===== src/rtl/dip_pkg.sv =====
// rtl/dip_pkg.sv - shared widths, frame type and FSM state encoding for the DIP frame qualifier
package dip_pkg;

    localparam int DIP_DATA_W  = 16;
    localparam int DIP_CTRL_W  = 5;
    localparam int DIP_FRAME_W = DIP_CTRL_W + DIP_DATA_W;

    // One complete reader frame: control switches above the DIP word (ctrl bit0 = s3)
    typedef struct packed {
        logic [DIP_CTRL_W-1:0] ctrl;
        logic [DIP_DATA_W-1:0] data;
    } dip_frame_t;

    typedef enum logic [1:0] {
        S_WAIT_FIRST = 2'd0,
        S_QUALIFY    = 2'd1,
        S_STABLE     = 2'd2
    } dipq_state_t;

endpackage


===== src/rtl/dip_frame_qualifier_if.sv =====
// rtl/dip_frame_qualifier_if.sv - qualified-value valid/ready channel towards the CPU front-end
interface dip_frame_qualifier_if;
    import dip_pkg::*;

    logic                  out_valid;
    logic                  out_ready;
    logic [DIP_DATA_W-1:0] out_data;
    logic [DIP_CTRL_W-1:0] out_ctrl;

    // Qualifier side drives the value, consumer drives ready
    modport master (output out_valid, output out_data, output out_ctrl, input out_ready);
    modport slave  (input out_valid, input out_data, input out_ctrl, output out_ready);

endinterface


===== src/rtl/dip_latch_edge.sv =====
// rtl/dip_latch_edge.sv - registers latch and frame together and flags the latch falling edge
module dip_latch_edge
    import dip_pkg::*;
(
    input  logic       clk,
    input  logic       rst_n,
    input  logic       lat_i,
    input  dip_frame_t frame_i,
    output dip_frame_t frame_o,
    output logic       frame_end_o
);

    logic       lat_q;
    logic       lat_qq;
    dip_frame_t frame_q;

    // Capture latch and frame on the same edge so the frame matches the latch sample
    always_ff @(posedge clk or negedge rst_n) begin
        if (!rst_n) begin
            lat_q   <= 1'b0;
            lat_qq  <= 1'b0;
            frame_q <= '0;
        end else begin
            lat_q   <= lat_i;
            lat_qq  <= lat_q;
            frame_q <= frame_i;
        end
    end

    // Only the 1->0 step counts, so a long low pulse is a single frame
    assign frame_end_o = lat_qq & ~lat_q;
    assign frame_o     = frame_q;

endmodule


===== src/rtl/dip_frame_qualifier.sv =====
// rtl/dip_frame_qualifier.sv - debounces DIP reader frames and hands stable values out; optional DIPCAP_TIMEOUT_EN link timeout
module dip_frame_qualifier
    import dip_pkg::*;
#(
    parameter int STABLE_FRAMES  = 4,
    parameter int TIMEOUT_CYCLES = 4096
) (
    input  logic                  clk,
    input  logic                  rst_n,
    input  logic                  dip_latch,
    input  logic [DIP_DATA_W-1:0] dip_data,
    input  logic [DIP_CTRL_W-1:0] dip_ctrl,
    dip_frame_qualifier_if.master out_if,
    output logic                  overrun,
    input  logic                  clr_overrun,
    output logic                  link_lost
);

    localparam int                CNT_W = $clog2(STABLE_FRAMES + 1);
    localparam logic [CNT_W-1:0]  SF_C  = CNT_W'(STABLE_FRAMES);

    if (STABLE_FRAMES < 1 || TIMEOUT_CYCLES < 1) begin : g_param_check
        $error("dip_frame_qualifier: STABLE_FRAMES and TIMEOUT_CYCLES must be >= 1");
    end

    dip_frame_t  frame_in;
    dip_frame_t  frame;
    logic        frame_end;
    logic        tmo_hit;

    dipq_state_t      state_q, state_d;
    dip_frame_t       cand_q, cand_d;
    logic [CNT_W-1:0] cnt_q, cnt_d;
    dip_frame_t       committed_q;
    logic             first_q;
    logic             valid_q;
    dip_frame_t       out_q;
    logic             overrun_q;
    logic             eligible;
    logic             commit;
    logic             blocked;

    assign frame_in = {dip_ctrl, dip_data};

    dip_latch_edge u_edge (
        .clk         (clk),
        .rst_n       (rst_n),
        .lat_i       (dip_latch),
        .frame_i     (frame_in),
        .frame_o     (frame),
        .frame_end_o (frame_end)
    );

    // Qualification FSM: candidate tracking, stability count and commit decision
    always_comb begin
        state_d  = state_q;
        cand_d   = cand_q;
        cnt_d    = cnt_q;
        eligible = 1'b0;
        commit   = 1'b0;
        blocked  = 1'b0;
        if (frame_end) begin
            case (state_q)
                S_WAIT_FIRST: begin
                    cand_d  = frame;
                    cnt_d   = CNT_W'(1);
                    state_d = S_QUALIFY;
                end
                S_QUALIFY: begin
                    if (frame == cand_q) begin
                        if (cnt_q != SF_C) cnt_d = cnt_q + CNT_W'(1);
                    end else begin
                        cand_d = frame;
                        cnt_d  = CNT_W'(1);
                    end
                end
                S_STABLE: begin
                    if (frame != cand_q) begin
                        cand_d  = frame;
                        cnt_d   = CNT_W'(1);
                        state_d = S_QUALIFY;
                    end
                end
                default: state_d = S_WAIT_FIRST;
            endcase
            // The very first value after reset commits even if it equals the zeroed committed reg
            eligible = (state_d == S_QUALIFY) && (cnt_d == SF_C) &&
                       ((cand_d != committed_q) || first_q);
        end
        commit  = eligible && (!valid_q || out_if.out_ready);
        blocked = eligible && valid_q && !out_if.out_ready;
        if (commit) state_d = S_STABLE;
        // Losing the link restarts qualification; pending output is left alone
        if (tmo_hit) begin
            state_d = S_WAIT_FIRST;
            cnt_d   = '0;
        end
    end

    // FSM, candidate and committed value registers
    always_ff @(posedge clk or negedge rst_n) begin
        if (!rst_n) begin
            state_q     <= S_WAIT_FIRST;
            cand_q      <= '0;
            cnt_q       <= '0;
            committed_q <= '0;
            first_q     <= 1'b1;
        end else begin
            state_q <= state_d;
            cand_q  <= cand_d;
            cnt_q   <= cnt_d;
            if (commit) begin
                committed_q <= cand_d;
                first_q     <= 1'b0;
            end
        end
    end

    // Output handshake: data only moves on commit, which never happens while stalled
    always_ff @(posedge clk or negedge rst_n) begin
        if (!rst_n) begin
            valid_q <= 1'b0;
            out_q   <= '0;
        end else if (commit) begin
            valid_q <= 1'b1;
            out_q   <= cand_d;
        end else if (valid_q && out_if.out_ready) begin
            valid_q <= 1'b0;
        end
    end

    // Sticky overrun; a new overrun beats a simultaneous clear
    always_ff @(posedge clk or negedge rst_n) begin
        if (!rst_n) begin
            overrun_q <= 1'b0;
        end else if (blocked) begin
            overrun_q <= 1'b1;
        end else if (clr_overrun) begin
            overrun_q <= 1'b0;
        end
    end

`ifdef DIPCAP_TIMEOUT_EN
    localparam int               TMO_W    = $clog2(TIMEOUT_CYCLES + 1);
    localparam logic [TMO_W-1:0] TMO_C    = TMO_W'(TIMEOUT_CYCLES);
    localparam logic [TMO_W-1:0] TMO_LAST = TMO_W'(TIMEOUT_CYCLES - 1);

    logic [TMO_W-1:0] tmo_cnt_q;
    logic             link_lost_q;

    assign tmo_hit = !frame_end && (tmo_cnt_q == TMO_LAST);

    // Frame-gap counter; saturates so link_lost fires once per outage
    always_ff @(posedge clk or negedge rst_n) begin
        if (!rst_n) begin
            tmo_cnt_q   <= '0;
            link_lost_q <= 1'b0;
        end else if (frame_end) begin
            tmo_cnt_q   <= '0;
            link_lost_q <= 1'b0;
        end else if (tmo_cnt_q != TMO_C) begin
            tmo_cnt_q <= tmo_cnt_q + TMO_W'(1);
            if (tmo_hit) link_lost_q <= 1'b1;
        end
    end

    assign link_lost = link_lost_q;
`else
    assign tmo_hit   = 1'b0;
    assign link_lost = 1'b0;
`endif

    assign out_if.out_valid = valid_q;
    assign out_if.out_data  = out_q.data;
    assign out_if.out_ctrl  = out_q.ctrl;
    assign overrun          = overrun_q;

endmodule


===== src/flat_wrapper.sv =====
// flat-port wrapper written by rule: the top's interface ports become plain ports
module dip_frame_qualifier_flat import dip_pkg::*;
#(
    parameter int STABLE_FRAMES  = 4,
    parameter int TIMEOUT_CYCLES = 4096
)
  (clk, rst_n, dip_latch, dip_data, dip_ctrl, overrun, clr_overrun, link_lost, out_if_out_valid, out_if_out_data, out_if_out_ctrl, out_if_out_ready);
  dip_frame_qualifier_if out_if_i ();
  input  logic clk;
  input  logic rst_n;
  input  logic dip_latch;
  input  logic [DIP_DATA_W-1:0] dip_data;
  input  logic [DIP_CTRL_W-1:0] dip_ctrl;
  output logic overrun;
  input  logic clr_overrun;
  output logic link_lost;
  output wire logic [$bits(out_if_i.out_valid)-1:0] out_if_out_valid;
  output wire logic [$bits(out_if_i.out_data)-1:0] out_if_out_data;
  output wire logic [$bits(out_if_i.out_ctrl)-1:0] out_if_out_ctrl;
  input wire logic [$bits(out_if_i.out_ready)-1:0] out_if_out_ready;
  assign out_if_out_valid = out_if_i.out_valid;
  assign out_if_out_data = out_if_i.out_data;
  assign out_if_out_ctrl = out_if_i.out_ctrl;
  assign out_if_i.out_ready = out_if_out_ready;
  dip_frame_qualifier #(.STABLE_FRAMES(STABLE_FRAMES), .TIMEOUT_CYCLES(TIMEOUT_CYCLES)) u_core (.clk(clk), .rst_n(rst_n), .dip_latch(dip_latch), .dip_data(dip_data), .dip_ctrl(dip_ctrl), .out_if(out_if_i), .overrun(overrun), .clr_overrun(clr_overrun), .link_lost(link_lost));
endmodule

===== config.mk =====
export PLATFORM = sky130hd
export DESIGN_NAME = dip_frame_qualifier_flat
export DESIGN_NICKNAME = d
export VERILOG_FILES = /design/src/rtl/dip_pkg.sv /design/src/rtl/dip_frame_qualifier_if.sv /design/src/rtl/dip_latch_edge.sv /design/src/rtl/dip_frame_qualifier.sv /design/src/flat_wrapper.sv
export SDC_FILE = /design/constraint.sdc
export NUM_CORES = 1
export LEC_CHECK = 0
export BUFFER_PORTS_ARGS = -buffer_cell sky130_fd_sc_hd__buf_2
export CORE_MARGIN = 2
export CORE_UTILIZATION = 31
export DETAILED_ROUTE_END_ITERATION = 6
export SLEW_MARGIN = 5
export SYNTH_ARGS = -nofsm -noshare
export SYNTH_HDL_FRONTEND = slang
export SYNTH_SLANG_ARGS = --single-unit
export TNS_END_PERCENT = 30

===== constraint.sdc =====
create_clock -name clk -period 8.9 [get_ports clk]
set_input_delay 0.89 -clock clk [delete_from_list [all_inputs] [get_ports clk]]
set_output_delay 0.89 -clock clk [all_outputs]
set_load 0.02 [all_outputs]

== Word-level counts from Yosys, hierarchy flattened ==
Index checks and enable logic that the tools add are counted.

* Register bits: 73
* Bits of input ports: 26
* Output and inout bits: 24
* Logic and storage cells: 58

* Add/sub/neg operators: 1
* Eq/ne operators: 8
* Muxes and demuxes: 20
* Bitwise gates (word level): 2
* Reduce and logical (&&, ||, !) cells: 14

{| class="wikitable"
|+ Operator list
! operator !! count
|-
| 21-bit 2-to-1 mux || 4
|-
| 21-bit one-hot mux with 3 select lines || 1
|-
| 21-bit inequality test || 2
|-
| 21-bit equality test || 1
|-
| 3-bit 2-to-1 mux || 4
|-
| 3-bit one-hot mux with 3 select lines || 1
|-
| 2-bit 2-to-1 mux || 4
|-
| 1-bit logical AND || 6
|-
| 2-bit one-hot mux with 3 select lines || 1
|-
| 2-bit nonzero test || 3
|-
| 1-bit 2-to-1 mux || 5
|-
| 2-bit by 1-bit equality test with 1-bit output (second input constant) || 2
|-
| 3-bit by 1-bit adder with 3-bit output (second input constant) || 1
|-
| 3-bit equality test (second input constant) || 1
|-
| 3-bit inequality test (second input constant) || 1
|-
| 2-bit equality test (second input constant) || 1
|-
| 1-bit logical NOT || 2
|-
| 2-bit logical NOT || 1
|-
| 1-bit logical OR || 2
|-
| 1-bit bitwise AND || 1
|-
| 1-bit NOT || 1
|}

== Longest topological paths before layout ==
* Word-level depth: 12
* Mapped depth: 15
* Depth with buffers taken out: 10

== By module ==
From an unflattened synthesis, not the netlist that was laid out.

* Cell total of the unflattened synthesis: 349
* Area total of the unflattened synthesis: 3,836.2 um2

{| class="wikitable"
|+ Modules (own cells, without submodules)
! module !! times used !! cells each !! area each (um2) !! seq. area each (um2)
|-
| dip_frame_qualifier || 1 || 325 || 3,246.9 || 1,252.5
|-
| dip_latch_edge || 1 || 24 || 589.3 || 575.6
|}

== Least setup slack after synthesis ==
OpenSTA, ideal clock, no wires.

* Path kind: reg-to-reg
* From: reg u_core.state_q[1]
* To: reg u_core.out_q, in the netlist u_core.out_if.out_ctrl[0]
* Library setup time: 0.125 ns
* Arrival: 2.961 ns
* Required time: 8.775 ns
* Setup slack: 5.814 ns
* Cell stages (with the launch flop): 15
* Path buffers: 4
* Period minus slack after synthesis: 3.086 ns
* Path through: dfrtp_1 -> buf_4 -> nand2_2 -> buf_1 -> mux2i_1 -> o2bb2ai_1 -> a221oi_1 -> o2111ai_1 -> or3_1 -> nor4_2 -> nand4_1 -> and3_1 -> buf_6 -> buf_12 -> mux2_4

* Word-level cells in the longest chain between the ends: 8
* Elaborated cells on any way between the ends: 19
* Those cells by class: eq/ne: 5; mux: 9; reduce/logical: 5

{| class="wikitable"
|+ Ends and longest elaborated chain
! what !! line !! source
|-
| from (decl) || dip_frame_qualifier.sv:31 || <nowiki>dipq_state_t state_q, state_d;</nowiki>
|-
| from (signal assigned) || dip_frame_qualifier.sv:109 || <nowiki>state_q <= state_d;</nowiki>
|-
| 2-bit equality test (tied with other cells) || dip_frame_qualifier.sv:63 || <nowiki>case (state_q)</nowiki>
|-
| 21-bit one-hot mux with 3 select lines (tied with other cells) || dip_frame_qualifier.sv:63 ||
|-
| 21-bit 2-to-1 mux (tied with other cells) || dip_frame_qualifier.sv:62 || <nowiki>if (frame_end) begin</nowiki>
|-
| 21-bit inequality test (tied with other cells) || dip_frame_qualifier.sv:88 || <nowiki>((cand_d != committed_q) || first_q);</nowiki>
|-
| 1-bit logical OR or 1-bit logical AND (tied branches) || dip_frame_qualifier.sv:88, dip_frame_qualifier.sv:87 ||
|-
| 1-bit logical AND || dip_frame_qualifier.sv:87 || <nowiki>eligible = (state_d == S_QUALIFY) && (cnt_d == SF_C) &&</nowiki>
|-
| 1-bit 2-to-1 mux || dip_frame_qualifier.sv:62 ||
|-
| 1-bit logical AND || dip_frame_qualifier.sv:90 || <nowiki>commit = eligible && (!valid_q || out_if.out_ready);</nowiki>
|-
| to (signal assigned) || dip_frame_qualifier.sv:126 || <nowiki>out_q <= cand_d;</nowiki>
|-
| to (decl) || dip_frame_qualifier.sv:37 || <nowiki>dip_frame_t out_q;</nowiki>
|}

Parallel ways exist; a longest one is shown, timed or not. The select of a mux whose other input is x is not followed.
A chain may end at the register's enable or synchronous reset.

== Final worst setup path ==
* From: reg u_core.state_q[0]
* To: reg u_core.out_q, in the netlist u_core.out_if.out_data[3]

The elaborated chain is that of the path after synthesis.

==> parameters.txt <==
Parameter                              Value

CTS
  Post-CTS Setup Inserts ... 0
  Number of instances resized during post-cts repair ... 0
  Clock sinks ... 73
  Clock-pin transition on the worst setup and hold timing paths ... 60 ps
  Maximum root-to-sink buffer count ... 2
  CTS buffer count ... 9
  Clock Tree Root ... sky130_fd_sc_hd__clkbuf_16
  Post-CTS Hold Fix Bufs ... 0
  H-tree level count ... 3
  Clk Latency, worst-skew pair ... 340 ps
  Clock tree from TritonCTS ... done

Floorplanning
  Io pins ... 50
  Floorplan core area ... 0.0131 mm²
  Total die area ... 0.0142 mm²
  Effective utilization at floorplan ... 31.4%
  Rows ... 42
  DIE HEIGHT ... 119 µm
  Die Span X ... 119 µm

Synth
  Register area share after synthesis ... 44.3%
  Share of cell area taken by muxes after synthesis ... 14.6%
  Cells after Synth ... 386
  Nets in the synthesized netlist ... 414
  Synth Flop Type ... sky130_fd_sc_hd__dfrtp_1
  Post-synthesis sequential element count ... 73
  Area share of fa/ha/maj cells after synthesis ... 0.607%
  Library cell occupying the most area in the post-synthesis netlist ... sky130_fd_sc_hd__dfrtp_1
  Complex-gate fraction of the synthesized area ... 14.3%
  Area fraction of the dominant cell type after synthesis ... 43.7%
  Number of different library cells in the post-synthesis netlist ... 62
  Number of enable-type register cells in the synthesized netlist ... 0
  Area fraction in and, or, nand and nor cells after synthesis ... 15.5%
  Async SR Flop Fraction ... 100%
  Post-Syn Area per Cell ... 10.7 µm²
  Yosys warning count ... 0
  Cells taking the most area after synthesis ... sky130_fd_sc_hd__dfrtp_1, sky130_fd_sc_hd__mux2_4, sky130_fd_sc_hd__mux2_2, sky130_fd_sc_hd__xnor2_1, sky130_fd_sc_hd__nand2b_1
  Combinational family with the most area after synthesis ... simple AND/OR/NAND/NOR gates
  Post-synthesis xor/xnor area fraction ... 5.94%
  Mapped Area ... 0.00413 mm²

Timing
  Period minus WS final ... 4400 ps
  Setup_tns ... 0 ps
  Number of max-slew violations in the final report ... 0
  Unrepaired setup endpoints after global routing ... no
  Final Hold Fails ... 0
  Finish-stage setup viols ... 0
  Share of the clock period used by the worst path after layout ... 49.4%
  Max-slew headroom at the worst pin ... 32.9%
  Transition time at the pin with the least slew margin ... 1000 ps
  Final worst clock skew ... 6.92 ps
  Highest attainable clock frequency ... 227 MHz

Global route
  Global route total overflow ... 0
  Via count of the first global-routing pass ... 3255
  Pin count of the biggest net entering global routing ... 74
  Wire length of the first global-routing pass ... 18300 µm
  Initial antenna violation count ... 0
  Total GRT Usage ... 16.5%

Job
  Maximum capacitance violations ... 0

Finish
  Fin nets ... 458
  Number of inserted filler cells in the final layout ... 1344
  Area Growth Syn to Fin ... 15.9%
  Leading cell type in the layout, fill and taps excluded ... sky130_fd_sc_hd__dfrtp_1
  Footprint of the multi-input gates ... 0.00211 mm²
  Share of post-route cells with drive strength above 1 ... 26.0%
  Diode insertion count for antenna repair ... 0
  FF+latch area ... 0.00183 mm²
  Util after Layout ... 36.4%
  Number of non-filler instances in the completed layout ... 611
  Cell area after layout ... 0.00478 mm²
  Highest-count cells in the layout ignoring fill and taps ... sky130_fd_sc_hd__dfrtp_1, sky130_fd_sc_hd__buf_2, sky130_fd_sc_hd__nand2_1, sky130_fd_sc_hd__mux2_2, sky130_fd_sc_hd__xnor2_1

Placement
  Placed Cells incl. Taps ... 595
  Placement Cell Area ... 0.00447 mm²
  IO buf count ... 48
  Half-perimeter wire length after detailed placement ... 8070 µm
  Gp weighted congestion ... 0.909

Critical path
  Number of gates on the worst path with buffers counted ... 11
  Sort of element at the start of the critical path ... register
  Class of the most critical setup path ... register to register
  Number of cells on the worst reg-to-reg path ... 11
  Critical path capture point type ... register
  Data arrival, critical path ... 4620 ps
  CP max-delay cell ... sky130_fd_sc_hd__dfrtp_1
  Critical Path Fanout Max ... 24
  Required time of the critical path ... 9120 ps
  Ordered cell list for the critical path ... or2_1 -> o22ai_1 -> a221oi_1 -> and4_1 -> o2111ai_1 -> or3_1 -> nor4_2 -> nand4_1 -> and3_1 -> buf_4 -> mux2_4
  Worst path top cell family by delay ... simple AND/OR/NAND/NOR gates
  Maximum cell stage delay along the critical path ... 830 ps
  Worst path bufs/invs ... 1

Power
  Total power per unit cell area ... 178 mW/mm²
  Leakage power figure ... 0.00211 µW
  Worst vdd rail ir drop ... 0.112 mV
  Total Power Consumption ... 852 µW

Worst hold path
  Cell depth of the worst hold path ... 0
  Worst hold path type ... register to register

Drt
  Wirelength, routed ... 11100 µm
  TritonRoute pass-1 iters ... 5
  Total via count after detailed routing ... 3204
  Drt wl/cell ... 18.1 µm
  Antenna-violating nets left ... 0
  DRC errors left ... 0
  Starting DRC count in detailed routing ... 218
  Via count normalized by instance count ... 5.24

Status
  Outcome ... finished, final reports clean
==> synthesized netlist by cell type, types with 2 or more instances <==
| cell | number |
|---|---|
| sky130_fd_sc_hd__o32ai_1 | 2 |
| sky130_fd_sc_hd__or3_1 | 2 |
| sky130_fd_sc_hd__o221a_2 | 2 |
| sky130_fd_sc_hd__and3_1 | 3 |
| sky130_fd_sc_hd__a22oi_1 | 6 |
| sky130_fd_sc_hd__nor2b_1 | 14 |
| sky130_fd_sc_hd__o21ai_0 | 12 |
| sky130_fd_sc_hd__a31oi_1 | 4 |
| sky130_fd_sc_hd__a211oi_1 | 4 |
| sky130_fd_sc_hd__or4_1 | 2 |
| sky130_fd_sc_hd__inv_1 | 18 |
| sky130_fd_sc_hd__nand3_1 | 5 |
| sky130_fd_sc_hd__nand4_1 | 9 |
| sky130_fd_sc_hd__mux2i_1 | 10 |
| sky130_fd_sc_hd__nor2_1 | 19 |
| sky130_fd_sc_hd__clkbuf_1 | 5 |
| sky130_fd_sc_hd__mux2_2 | 22 |
| sky130_fd_sc_hd__mux2_4 | 17 |
| sky130_fd_sc_hd__and4_1 | 2 |
| sky130_fd_sc_hd__nand2_1 | 25 |
| sky130_fd_sc_hd__buf_1 | 2 |
| sky130_fd_sc_hd__buf_4 | 5 |
| sky130_fd_sc_hd__ha_1 | 2 |
| sky130_fd_sc_hd__nor3_1 | 3 |
| sky130_fd_sc_hd__a221oi_1 | 3 |
| sky130_fd_sc_hd__nor4_1 | 4 |
| sky130_fd_sc_hd__a21oi_1 | 16 |
| sky130_fd_sc_hd__nand2b_1 | 17 |
| sky130_fd_sc_hd__o221ai_1 | 3 |
| sky130_fd_sc_hd__a211o_1 | 2 |
| sky130_fd_sc_hd__xor2_1 | 7 |
| sky130_fd_sc_hd__o22ai_1 | 11 |
| sky130_fd_sc_hd__a21o_1 | 2 |
| sky130_fd_sc_hd__buf_6 | 2 |
| sky130_fd_sc_hd__xnor2_1 | 21 |
| sky130_fd_sc_hd__dfrtp_1 | 72 |
| sky130_fd_sc_hd__a2111oi_0 | 5 |
| sky130_fd_sc_hd__o211a_1 | 2 |
==> flip-flops by register name, indices dropped and copies added, names as in the netlist <==
register                 cells
u_core.cand_q               21
u_core.cnt_q                 3
u_core.first_q               1
u_core.out_if.out_ctrl       5
u_core.out_if.out_data      16
u_core.out_if.out_valid      1
u_core.overrun               1
u_core.state_q               2
u_core.u_edge.frame_o       21
u_core.u_edge.lat_q          1
u_core.u_edge.lat_qq         1
==> metrics by stage <==
step	hold slack, ps	setup slack (ps)
5_1_grt	415	4280
3_5_place_dp	386	4590
4_1_cts	398	4580
6_report	394	4500
2_1_floorplan	366	5810
3_3_place_gp	385	4610
==> path summary, 6_finish.rpt <==
path                                          start                   endpoint  slack [ps]
max in group asynchronous                     rst_n          u_core.cand_q[15]        7630
worst min register to register  u_core.u_edge.lat_q       u_core.u_edge.lat_qq         390
worst min-delay path            u_core.u_edge.lat_q       u_core.u_edge.lat_qq         390
min in group asynchronous                     rst_n          u_core.state_q[0]         690
worst max-delay path              u_core.state_q[0]  u_core.out_if.out_data[3]        4500
worst max register to register    u_core.state_q[0]  u_core.out_if.out_data[3]        4500
==> logic make-up (layout without fill, tap and decap cells) <==
group	count (synthesis)	count (layout)
flip-flops	73	73
adder cells (fa/ha/maj)	2	2
AND/OR/NAND/NOR	115	115
multiplexers	49	49
AO/OA/AOI/OAI	84	84
buffers and inverters	34	83
other	1	1
XOR/XNOR	28	28
==> where the power goes <==
group          internal, µW  leakage (µW)  switching, µW
clock                   232      0.000149            135
sequential              352      0.000912           32.2
combinational          44.4       0.00105           55.7
total                   629       0.00211            223
==> routing by layer <==
layer	share of wire (%)	wire, µm	global-route usage (%)	vias to the layer above
met4	2.1	229	5.66	0
met3	4.9	545	3.45	18
met1	46	5100	22.6	1569
li1	-	-	-	1495
met2	47	5210	26.1	122
met5	0	0	0	-
==> final cells by class <==
type | instances | share of cell area, %
repair buffers | 49 | 5.23
multi-input cells | 279 | 44.1
flip-flops and latches | 73 | 38.2
clock inverters | 4 | 1.07
well taps | 176 | 4.60
inverters | 18 | 1.41
clock buffers | 12 | 5.36
No activity file was read; power rests on OpenSTA's default activity.
